===== src/rtl/cache_port_arbiter_if.sv =====
// Bundles both requester handshakes and the shared memory port.
// The arbiter connects through 'slave'; requesters and storage connect through 'master'.
interface cache_port_arbiter_if #(
  parameter int ADDR_WIDTH = 8,
  parameter int DATA_WIDTH = 8
);
  logic                  req0_valid;
  logic                  req0_ready;
  logic [ADDR_WIDTH-1:0] req0_addr;
  logic [DATA_WIDTH-1:0] req0_wdata;
  logic                  req0_we;
  logic                  rsp0_valid;
  logic [DATA_WIDTH-1:0] rsp0_rdata;

  logic                  req1_valid;
  logic                  req1_ready;
  logic [ADDR_WIDTH-1:0] req1_addr;
  logic [DATA_WIDTH-1:0] req1_wdata;
  logic                  req1_we;
  logic                  rsp1_valid;
  logic [DATA_WIDTH-1:0] rsp1_rdata;

  logic                  mem_en;
  logic                  mem_we;
  logic [ADDR_WIDTH-1:0] mem_addr;
  logic [DATA_WIDTH-1:0] mem_wdata;
  logic [DATA_WIDTH-1:0] mem_rdata;

  logic                  busy;

  modport slave (
    input  req0_valid, req0_addr, req0_wdata, req0_we,
    input  req1_valid, req1_addr, req1_wdata, req1_we,
    input  mem_rdata,
    output req0_ready, rsp0_valid, rsp0_rdata,
    output req1_ready, rsp1_valid, rsp1_rdata,
    output mem_en, mem_we, mem_addr, mem_wdata,
    output busy
  );

  modport master (
    output req0_valid, req0_addr, req0_wdata, req0_we,
    output req1_valid, req1_addr, req1_wdata, req1_we,
    output mem_rdata,
    input  req0_ready, rsp0_valid, rsp0_rdata,
    input  req1_ready, rsp1_valid, rsp1_rdata,
    input  mem_en, mem_we, mem_addr, mem_wdata,
    input  busy
  );
endinterface


===== src/rtl/cache_port_arbiter.sv =====
// Two-requester round-robin arbiter that sequences one access at a time onto a
// single-port storage array with a fixed read latency.
module cache_port_arbiter #(
  parameter int ADDR_WIDTH  = 8,
  parameter int DATA_WIDTH  = 8,
  parameter int MEM_LATENCY = 2
) (
  input  logic                 clk,
  input  logic                 rst,
  cache_port_arbiter_if.slave  bus
);

  typedef enum logic [1:0] {IDLE, ISSUE, WAIT, RESP} state_t;

  localparam logic [3:0] LAT_M1 = 4'(MEM_LATENCY - 1);

  state_t                state_q, state_d;
  logic                  last_grant_q, last_grant_d;
  logic                  id_q, id_d;
  logic                  we_q, we_d;
  logic [ADDR_WIDTH-1:0] addr_q, addr_d;
  logic [DATA_WIDTH-1:0] wdata_q, wdata_d;
  logic [DATA_WIDTH-1:0] rdata0_q, rdata0_d;
  logic [DATA_WIDTH-1:0] rdata1_q, rdata1_d;
  logic [3:0]            cnt_q, cnt_d;

  logic grant;
  logic idle;
  logic accept;

  // On a tie the requester that did not win last time is favoured.
  always_comb begin
    grant = bus.req1_valid;
    if (bus.req0_valid && bus.req1_valid) begin
      grant = ~last_grant_q;
    end
  end

  assign idle           = (state_q == IDLE);
  assign bus.req0_ready = rst && idle && bus.req0_valid && !grant;
  assign bus.req1_ready = rst && idle && bus.req1_valid && grant;
  assign accept         = bus.req0_ready || bus.req1_ready;

  always_comb begin
    state_d      = state_q;
    last_grant_d = last_grant_q;
    id_d         = id_q;
    we_d         = we_q;
    addr_d       = addr_q;
    wdata_d      = wdata_q;
    rdata0_d     = rdata0_q;
    rdata1_d     = rdata1_q;
    cnt_d        = cnt_q;

    case (state_q)
      IDLE: begin
        if (accept) begin
          id_d         = grant;
          last_grant_d = grant;
          addr_d       = grant ? bus.req1_addr  : bus.req0_addr;
          wdata_d      = grant ? bus.req1_wdata : bus.req0_wdata;
          we_d         = grant ? bus.req1_we    : bus.req0_we;
          state_d      = ISSUE;
        end
      end
      ISSUE: begin
        if (we_q) begin
          state_d = RESP;
        end else begin
          cnt_d   = LAT_M1;
          state_d = WAIT;
        end
      end
      WAIT: begin
        // Read data lands in the cycle the counter reaches zero.
        if (cnt_q == 4'd0) begin
          if (id_q) begin
            rdata1_d = bus.mem_rdata;
          end else begin
            rdata0_d = bus.mem_rdata;
          end
          state_d = RESP;
        end else begin
          cnt_d = cnt_q - 4'd1;
        end
      end
      RESP: begin
        state_d = IDLE;
      end
      default: begin
        state_d = IDLE;
      end
    endcase
  end

  always_ff @(posedge clk or negedge rst) begin
    if (!rst) begin
      state_q      <= IDLE;
      last_grant_q <= 1'b1;
      id_q         <= 1'b0;
      we_q         <= 1'b0;
      addr_q       <= '0;
      wdata_q      <= '0;
      rdata0_q     <= '0;
      rdata1_q     <= '0;
      cnt_q        <= 4'd0;
    end else begin
      state_q      <= state_d;
      last_grant_q <= last_grant_d;
      id_q         <= id_d;
      we_q         <= we_d;
      addr_q       <= addr_d;
      wdata_q      <= wdata_d;
      rdata0_q     <= rdata0_d;
      rdata1_q     <= rdata1_d;
      cnt_q        <= cnt_d;
    end
  end

  assign bus.mem_en     = (state_q == ISSUE);
  assign bus.mem_we     = (state_q == ISSUE) && we_q;
  assign bus.mem_addr   = addr_q;
  assign bus.mem_wdata  = wdata_q;
  assign bus.rsp0_valid = (state_q == RESP) && !id_q;
  assign bus.rsp1_valid = (state_q == RESP) && id_q;
  assign bus.rsp0_rdata = rdata0_q;
  assign bus.rsp1_rdata = rdata1_q;
  assign bus.busy       = !idle;

endmodule


===== src/flat_wrapper.sv =====
// flat-port wrapper written by rule: the top's interface ports become plain ports
module cache_port_arbiter_flat 
#(
  parameter int ADDR_WIDTH  = 8,
  parameter int DATA_WIDTH  = 8,
  parameter int MEM_LATENCY = 2
)
  (clk, rst, bus_req0_valid, bus_req0_addr, bus_req0_wdata, bus_req0_we, bus_req1_valid, bus_req1_addr, bus_req1_wdata, bus_req1_we, bus_mem_rdata, bus_req0_ready, bus_rsp0_valid, bus_rsp0_rdata, bus_req1_ready, bus_rsp1_valid, bus_rsp1_rdata, bus_mem_en, bus_mem_we, bus_mem_addr, bus_mem_wdata, bus_busy);
  cache_port_arbiter_if #(.ADDR_WIDTH(ADDR_WIDTH), .DATA_WIDTH(DATA_WIDTH)) bus_i ();
  input  logic clk;
  input  logic rst;
  input wire logic [$bits(bus_i.req0_valid)-1:0] bus_req0_valid;
  input wire logic [$bits(bus_i.req0_addr)-1:0] bus_req0_addr;
  input wire logic [$bits(bus_i.req0_wdata)-1:0] bus_req0_wdata;
  input wire logic [$bits(bus_i.req0_we)-1:0] bus_req0_we;
  input wire logic [$bits(bus_i.req1_valid)-1:0] bus_req1_valid;
  input wire logic [$bits(bus_i.req1_addr)-1:0] bus_req1_addr;
  input wire logic [$bits(bus_i.req1_wdata)-1:0] bus_req1_wdata;
  input wire logic [$bits(bus_i.req1_we)-1:0] bus_req1_we;
  input wire logic [$bits(bus_i.mem_rdata)-1:0] bus_mem_rdata;
  output wire logic [$bits(bus_i.req0_ready)-1:0] bus_req0_ready;
  output wire logic [$bits(bus_i.rsp0_valid)-1:0] bus_rsp0_valid;
  output wire logic [$bits(bus_i.rsp0_rdata)-1:0] bus_rsp0_rdata;
  output wire logic [$bits(bus_i.req1_ready)-1:0] bus_req1_ready;
  output wire logic [$bits(bus_i.rsp1_valid)-1:0] bus_rsp1_valid;
  output wire logic [$bits(bus_i.rsp1_rdata)-1:0] bus_rsp1_rdata;
  output wire logic [$bits(bus_i.mem_en)-1:0] bus_mem_en;
  output wire logic [$bits(bus_i.mem_we)-1:0] bus_mem_we;
  output wire logic [$bits(bus_i.mem_addr)-1:0] bus_mem_addr;
  output wire logic [$bits(bus_i.mem_wdata)-1:0] bus_mem_wdata;
  output wire logic [$bits(bus_i.busy)-1:0] bus_busy;
  assign bus_i.req0_valid = bus_req0_valid;
  assign bus_i.req0_addr = bus_req0_addr;
  assign bus_i.req0_wdata = bus_req0_wdata;
  assign bus_i.req0_we = bus_req0_we;
  assign bus_i.req1_valid = bus_req1_valid;
  assign bus_i.req1_addr = bus_req1_addr;
  assign bus_i.req1_wdata = bus_req1_wdata;
  assign bus_i.req1_we = bus_req1_we;
  assign bus_i.mem_rdata = bus_mem_rdata;
  assign bus_req0_ready = bus_i.req0_ready;
  assign bus_rsp0_valid = bus_i.rsp0_valid;
  assign bus_rsp0_rdata = bus_i.rsp0_rdata;
  assign bus_req1_ready = bus_i.req1_ready;
  assign bus_rsp1_valid = bus_i.rsp1_valid;
  assign bus_rsp1_rdata = bus_i.rsp1_rdata;
  assign bus_mem_en = bus_i.mem_en;
  assign bus_mem_we = bus_i.mem_we;
  assign bus_mem_addr = bus_i.mem_addr;
  assign bus_mem_wdata = bus_i.mem_wdata;
  assign bus_busy = bus_i.busy;
  cache_port_arbiter #(.ADDR_WIDTH(ADDR_WIDTH), .DATA_WIDTH(DATA_WIDTH), .MEM_LATENCY(MEM_LATENCY)) u_core (.clk(clk), .rst(rst), .bus(bus_i));
endmodule

===== config.mk =====
export PLATFORM = sky130hd
export DESIGN_NAME = cache_port_arbiter_flat
export DESIGN_NICKNAME = d
export VERILOG_FILES = /design/src/rtl/cache_port_arbiter_if.sv /design/src/rtl/cache_port_arbiter.sv /design/src/flat_wrapper.sv
export SDC_FILE = /design/constraint.sdc
export NUM_CORES = 1
export LEC_CHECK = 0
export ABC_AREA = 1
export ABC_CLOCK_PERIOD_IN_PS = 1700
export BUFFER_PORTS_ARGS = -buffer_cell sky130_fd_sc_hd__buf_2
export CELL_PAD_IN_SITES_DETAIL_PLACEMENT = 0
export CELL_PAD_IN_SITES_GLOBAL_PLACEMENT = 1
export CORE_MARGIN = 1.5
export CORE_UTILIZATION = 35
export DETAILED_ROUTE_END_ITERATION = 8
export GPL_TIMING_DRIVEN = 0
export PLACE_DENSITY = 0.87
export SLEW_MARGIN = 20
export SYNTH_ARGS = -nofsm -noshare
export SYNTH_HDL_FRONTEND = slang
export SYNTH_SLANG_ARGS = --single-unit
export TNS_END_PERCENT = 20

===== constraint.sdc =====
create_clock -name clk -period 1.7 [get_ports clk]
set_input_delay 0.34 -clock clk [delete_from_list [all_inputs] [get_ports clk]]
set_output_delay 0.34 -clock clk [all_outputs]
set_load 0.03 [all_outputs]

# After elaboration in Yosys (flattened, before gate mapping)

Index checks and enable logic that the tools add are counted.

Equal/unequal tests: 7
Muxes and demuxes: 11
Bitwise gates (word level): 2
Reduce and logical (&&, ||, !) cells: 21
Add/sub/neg operators: 1

Operators by type and width:

| cell                                              | number |
|---|---|
| 2-to-1 mux 8 bit                                  | 2 |
| logical AND 1 bit                                 | 9 |
| AND reduction 3 bit                               | 3 |
| 2-to-1 mux 4 bit                                  | 2 |
| case mux 2 bit (4 select lines)                   | 1 |
| case mux 4 bit (2 select lines)                   | 1 |
| != test 2 bit (second input constant)             | 3 |
| == test 2 bit (second input constant)             | 2 |
| zero test 4 bit                                   | 1 |
| 2-to-1 mux 2 bit                                  | 2 |
| AND reduction 2 bit                               | 2 |
| subtractor 4 x 1 -> 4 bit (second input constant) | 1 |
| zero test 1 bit                                   | 3 |
| 2-to-1 mux 1 bit                                  | 3 |
| == test 2 x 1 -> 1 bit (second input constant)    | 1 |
| zero test 2 bit                                   | 1 |
| != test 2 x 1 -> 1 bit (second input constant)    | 1 |
| NOT 1 bit                                         | 2 |
| nonzero test 2 bit                                | 1 |
| logical OR 1 bit                                  | 1 |

Register bits: 41
Output and inout port bits: 39
Word-level logic and storage cells: 51

# Depth between registers and ports, before layout

Depth after elaboration: 7
Gate-level depth with buffers: 9

# Worst setup path before layout

Ideal clock, no wire load.

Path type: reg-to-output
From: register u_core.state_q[0]
To: output bus_req1_ready
Arrival: 1.283 ns
Setup slack: 0.077 ns
Stages on the path, launching flop included: 5
Cells stage by stage: dfrtp_1 > inv_1 > ha_1 > nand2_2 > nor2_1

Longest elaborated chain between the ends: 4

Ends and longest elaborated chain:

| item                            | RTL line                  | text |
|---|---|---|
| start: declaration              | cache_port_arbiter.sv:17  | `state_t state_q, state_d;` |
| start signal: assignment        | cache_port_arbiter.sv:108 | `state_q <= state_d;` |
| zero test 2 bit                 | cache_port_arbiter.sv:39  | `assign idle = (state_q == IDLE);` |
| logical AND 1 bit (3 in series) | cache_port_arbiter.sv:41  | `assign bus.req1_ready = rst && idle && bus.req1_valid && grant;` |
| end: declaration                | flat_wrapper.sv:24        | `output wire logic [$bits(bus_i.req1_ready)-1:0] bus_req1_ready;` |

No other way between the ends.

# Worst setup path in the final report

From: register u_core.state_q[1]
To: output bus_req0_ready

Longest elaborated chain between the ends: 4

Ends and longest elaborated chain:

| item                            | RTL line                 | text |
|---|---|---|
| zero test 2 bit                 | cache_port_arbiter.sv:39 |  |
| logical AND 1 bit (3 in series) | cache_port_arbiter.sv:40 | `assign bus.req0_ready = rst && idle && bus.req0_valid && !grant;` |
| end: declaration                | flat_wrapper.sv:21       | `output wire logic [$bits(bus_i.req0_ready)-1:0] bus_req0_ready;` |

No other way between the ends.

==> qor.csv <==
stage;metric;value;unit
route;Initial DRT Pass Iterations;4;
critical_path;Critical Path Max Stage Delay;0.41;ns
clock_network;cts hold-fix bufs;0;
placed_design;placed inst area;2660;um^2
synthesis;synthesized area;2150;um^2
pwr;Max IR drop VDD;0.778;mV
job;maxcap violations;0;
synthesis;mux cell area share after synthesis;0;%
synthesis;Synth Area in Adders;4.07;%
grt;vias in the first global route;1716;
synthesis;sequential-to-total area share from yosys stat;47.7;%
clock_network;CTS tree;yes;
floorplan;Rows;28;
synthesis;Yosys reg bits;41;
timing;final period utilization;99.8;%
final_layout;commonest non-fill, non-tap cell in the layout;buf_2;
floorplan;core area;5920;um^2
pwr;PD cells;1930;nW/um^2
synthesis;Unique masters post-synth;24;
floorplan;Die H;81.4;um
critical_path;WP data arrival;1.36;ns
critical_path;critical path buffer and inverter count;2;
clock_network;CTS Buf Count;5;
synthesis;Mapped Nets;280;
clock_network;H-Tree Level Count;2;
route;Final Routed Wirelength;4600;um
timing;Pins Over Slew Limit;0;
critical_path;kind of critical path;register to output pin;
clock_network;Reg clk slew, reported paths;0.08;ns
route;First DRT Iteration DRCs;66;
final_layout;Layout Utilization;48.2;%
grt;pin count of the biggest net entering global routing;43;
timing;Slew @ Worst Pin;0.554;ns
clock_network;Max Root-Sink Buffers;2;
timing;Final setup viols;0;
timing;Tmin final;1.70;ns
timing;final worst setup slack;0.00347;ns
critical_path;crit path cell chain;inv_2 -> ha_4 -> nand2_4 -> and3b_1 -> buf_6;
placed_design;DP HPWL;3370;um
route;Routed wire per std cell;11.5;um
placed_design;setup slack at placement;-0.501;ns
final_layout;nets@finish;377;
placed_design;routability cong.;0.791;
floorplan;width of the chip;81.4;um
pwr;Pleak;1.46;nW
critical_path;Worst setup startpoint;u_core.state_q[1];
synthesis;post-synth top area share;46.5;%
final_layout;# diodes;0;
grt;Total GRT Usage;14.8;%
critical_path;worst reg2reg path startpoint;u_core.state_q[0];
synthesis;synthesis warning total;0;
route;DRC violations left;0;
critical_path;worst-path cell with the longest stage delay;dfrtp_1;
min_path;Min-Delay Path Class;input port to asynchronous set/reset pin;
placed_design;Cells after DPL;385;
placed_design;PortBufs;83;
route;Vias;1818;
timing;Clock Skews;0.00646;ns
grt;GRT overflow;0;
critical_path;crit-path leading delay family;flip-flops;
timing;setup repair after global routing missed its margin;yes;
route;vias per cell;4.56;
synthesis;main combinational cell family by area after synthesis;simple AND/OR/NAND/NOR gates;
clock_network;CTS Sinks;41;
final_layout;Design Area, Final;2850;um^2
critical_path;WP data required;1.36;ns
floorplan;Die Footprint;6630;um^2
clock_network;Worst-Skew Late Latency;0.29;ns
critical_path;worst-path maximum fanout;3;
final_layout;most frequent cells in the layout;buf_2, nand2_1, dfrtp_1, nand3_1, nor2_1;
synthesis;Synth Area in Compound Gates;16.1;%
grt;initial antenna violation count;0;
critical_path;setup slack, reg-to-reg;0.15;ns
route;Detail Route Antenna Nets;0;
synthesis;Mapped Cells;227;
synthesis;Synth Area in XOR/XNOR;0.407;%
pwr;Tot Pwr;0.00551;W
timing;final hold vios;0;
floorplan;Initial Util;36.4;%
final_layout;final std cells w/o fill;399;
synthesis;top post-synthesis cells by area;dfrtp_1, nand2_1, a31oi_2;
clock_network;Root Buffer;clkbuf_8;
timing;relative slew slack;63.1;%
critical_path;crit end category;output pin;
synthesis;area leader, netlist;dfrtp_1;
grt;global-route wire length before repair;7570;um
synthesis;syn_area_per_cell;9.49;um^2
status;status;finished, final reports clean;
critical_path;crit path launch type;register;
timing;maximum clock frequency;589;MHz
floorplan;I/O pin total;85;
synthesis;Post-Synth Simple-Gate Area;23.9;%
final_layout;Area Overhead vs Synth;32.5;%
final_layout;ratio of cells with drive above 1 in the final layout;46.9;%
-- timing repair --
action / in CTS / in global routing
buffers inserted: 7 / 0
pin swaps: 3 / 0
gates resized for setup: 11 / 5
setup endpoints to repair: 22 / 5
-- through the flow --
| stage | hold WS (ns) | setup TNS (ns) |
|---|---|---|
| after floorplan | 0.0444 | 0 |
| after global placement | 0.460 | -8.19 |
| after detailed placement | 0.466 | -9.28 |
| after CTS | 0.0593 | -0.00692 |
| after global routing | 0.0751 | -0.136 |
| final | 0.0409 | 0 |
-- cells by family after synthesis --
kind of cell	after synthesis
flip-flops	41
adder cells (fa/ha/maj)	7
XOR/XNOR	1
AO/OA/AOI/OAI	38
buffers and inverters	31
AND/OR/NAND/NOR	109
-- report_power, final --
group	leakage (nW)	internal [W]	total (W)	switching, W
sequential	0.480	0.00146	0.00174	0.000277
clock	0.0433	0.000321	0.000642	0.000321
combinational	0.942	0.00112	0.00313	0.00201
-- state kept, by name, summed over array words and instances, names as in the netlist --
signal                 count
u_core.bus.mem_wdata       8
u_core.bus.rsp1_rdata      8
u_core.bus.rsp0_rdata      8
u_core.last_grant_q        1
u_core.we_q                1
u_core.cnt_q               4
u_core.bus.mem_addr        8
u_core.state_q             2
u_core.id_q                1
-- per-layer routing --
metal | track usage (%) | share of wire (%)
met2 | 24.5 | 49
met3 | 2.44 | 7.0
met4 | 6.72 | 1.4
met5 | 0 | 0
met1 | 18.9 | 43
-- synthesized netlist by cell type, drive strengths merged --
library cell	number
o21ai	21
dfrtp	40
nor2	24
nand3b	1
xor2	1
inv	22
nand2	60
buf	9
ha	7
a31oi	17
and3b	1
nand3	23
dfstp	1
-- final cells by class --
type	count	area, um^2
clock inverter	1	7.51
tap	75	93.8
multi-input combinational	155	987
buffer	9	85.1
timing repair buffer	90	488
clock buffer	6	82.6
fill	588	3070
inverter	22	82.6
sequential	41	1030
-- worst register-to-register path, delay by kind of cell, from the launching register on --
| kind | cells | cell delay, ns |
|---|---|---|
| adder cells (fa/ha/maj) | 1 | 0.25 |
| buffers and inverters | 4 | 0.48 |
| flip-flops | 1 | 0.40 |
| AO/OA/AOI/OAI | 1 | 0.05 |
| AND/OR/NAND/NOR | 3 | 0.28 |
-- worst paths after layout --
kind                                            end  depth (start not counted)
setup / recovery                     bus_req0_ready                          5
hold / removal             u_core.bus.rsp0_rdata[3]                          1
setup reg to reg           u_core.bus.rsp0_rdata[5]                          9
hold reg to reg            u_core.bus.rsp1_rdata[2]                          2
max in group asynchronous       u_core.last_grant_q                          1
min in group clk            u_core.bus.mem_wdata[7]                          3
Note: power is estimated with default switching activity, not from simulation.
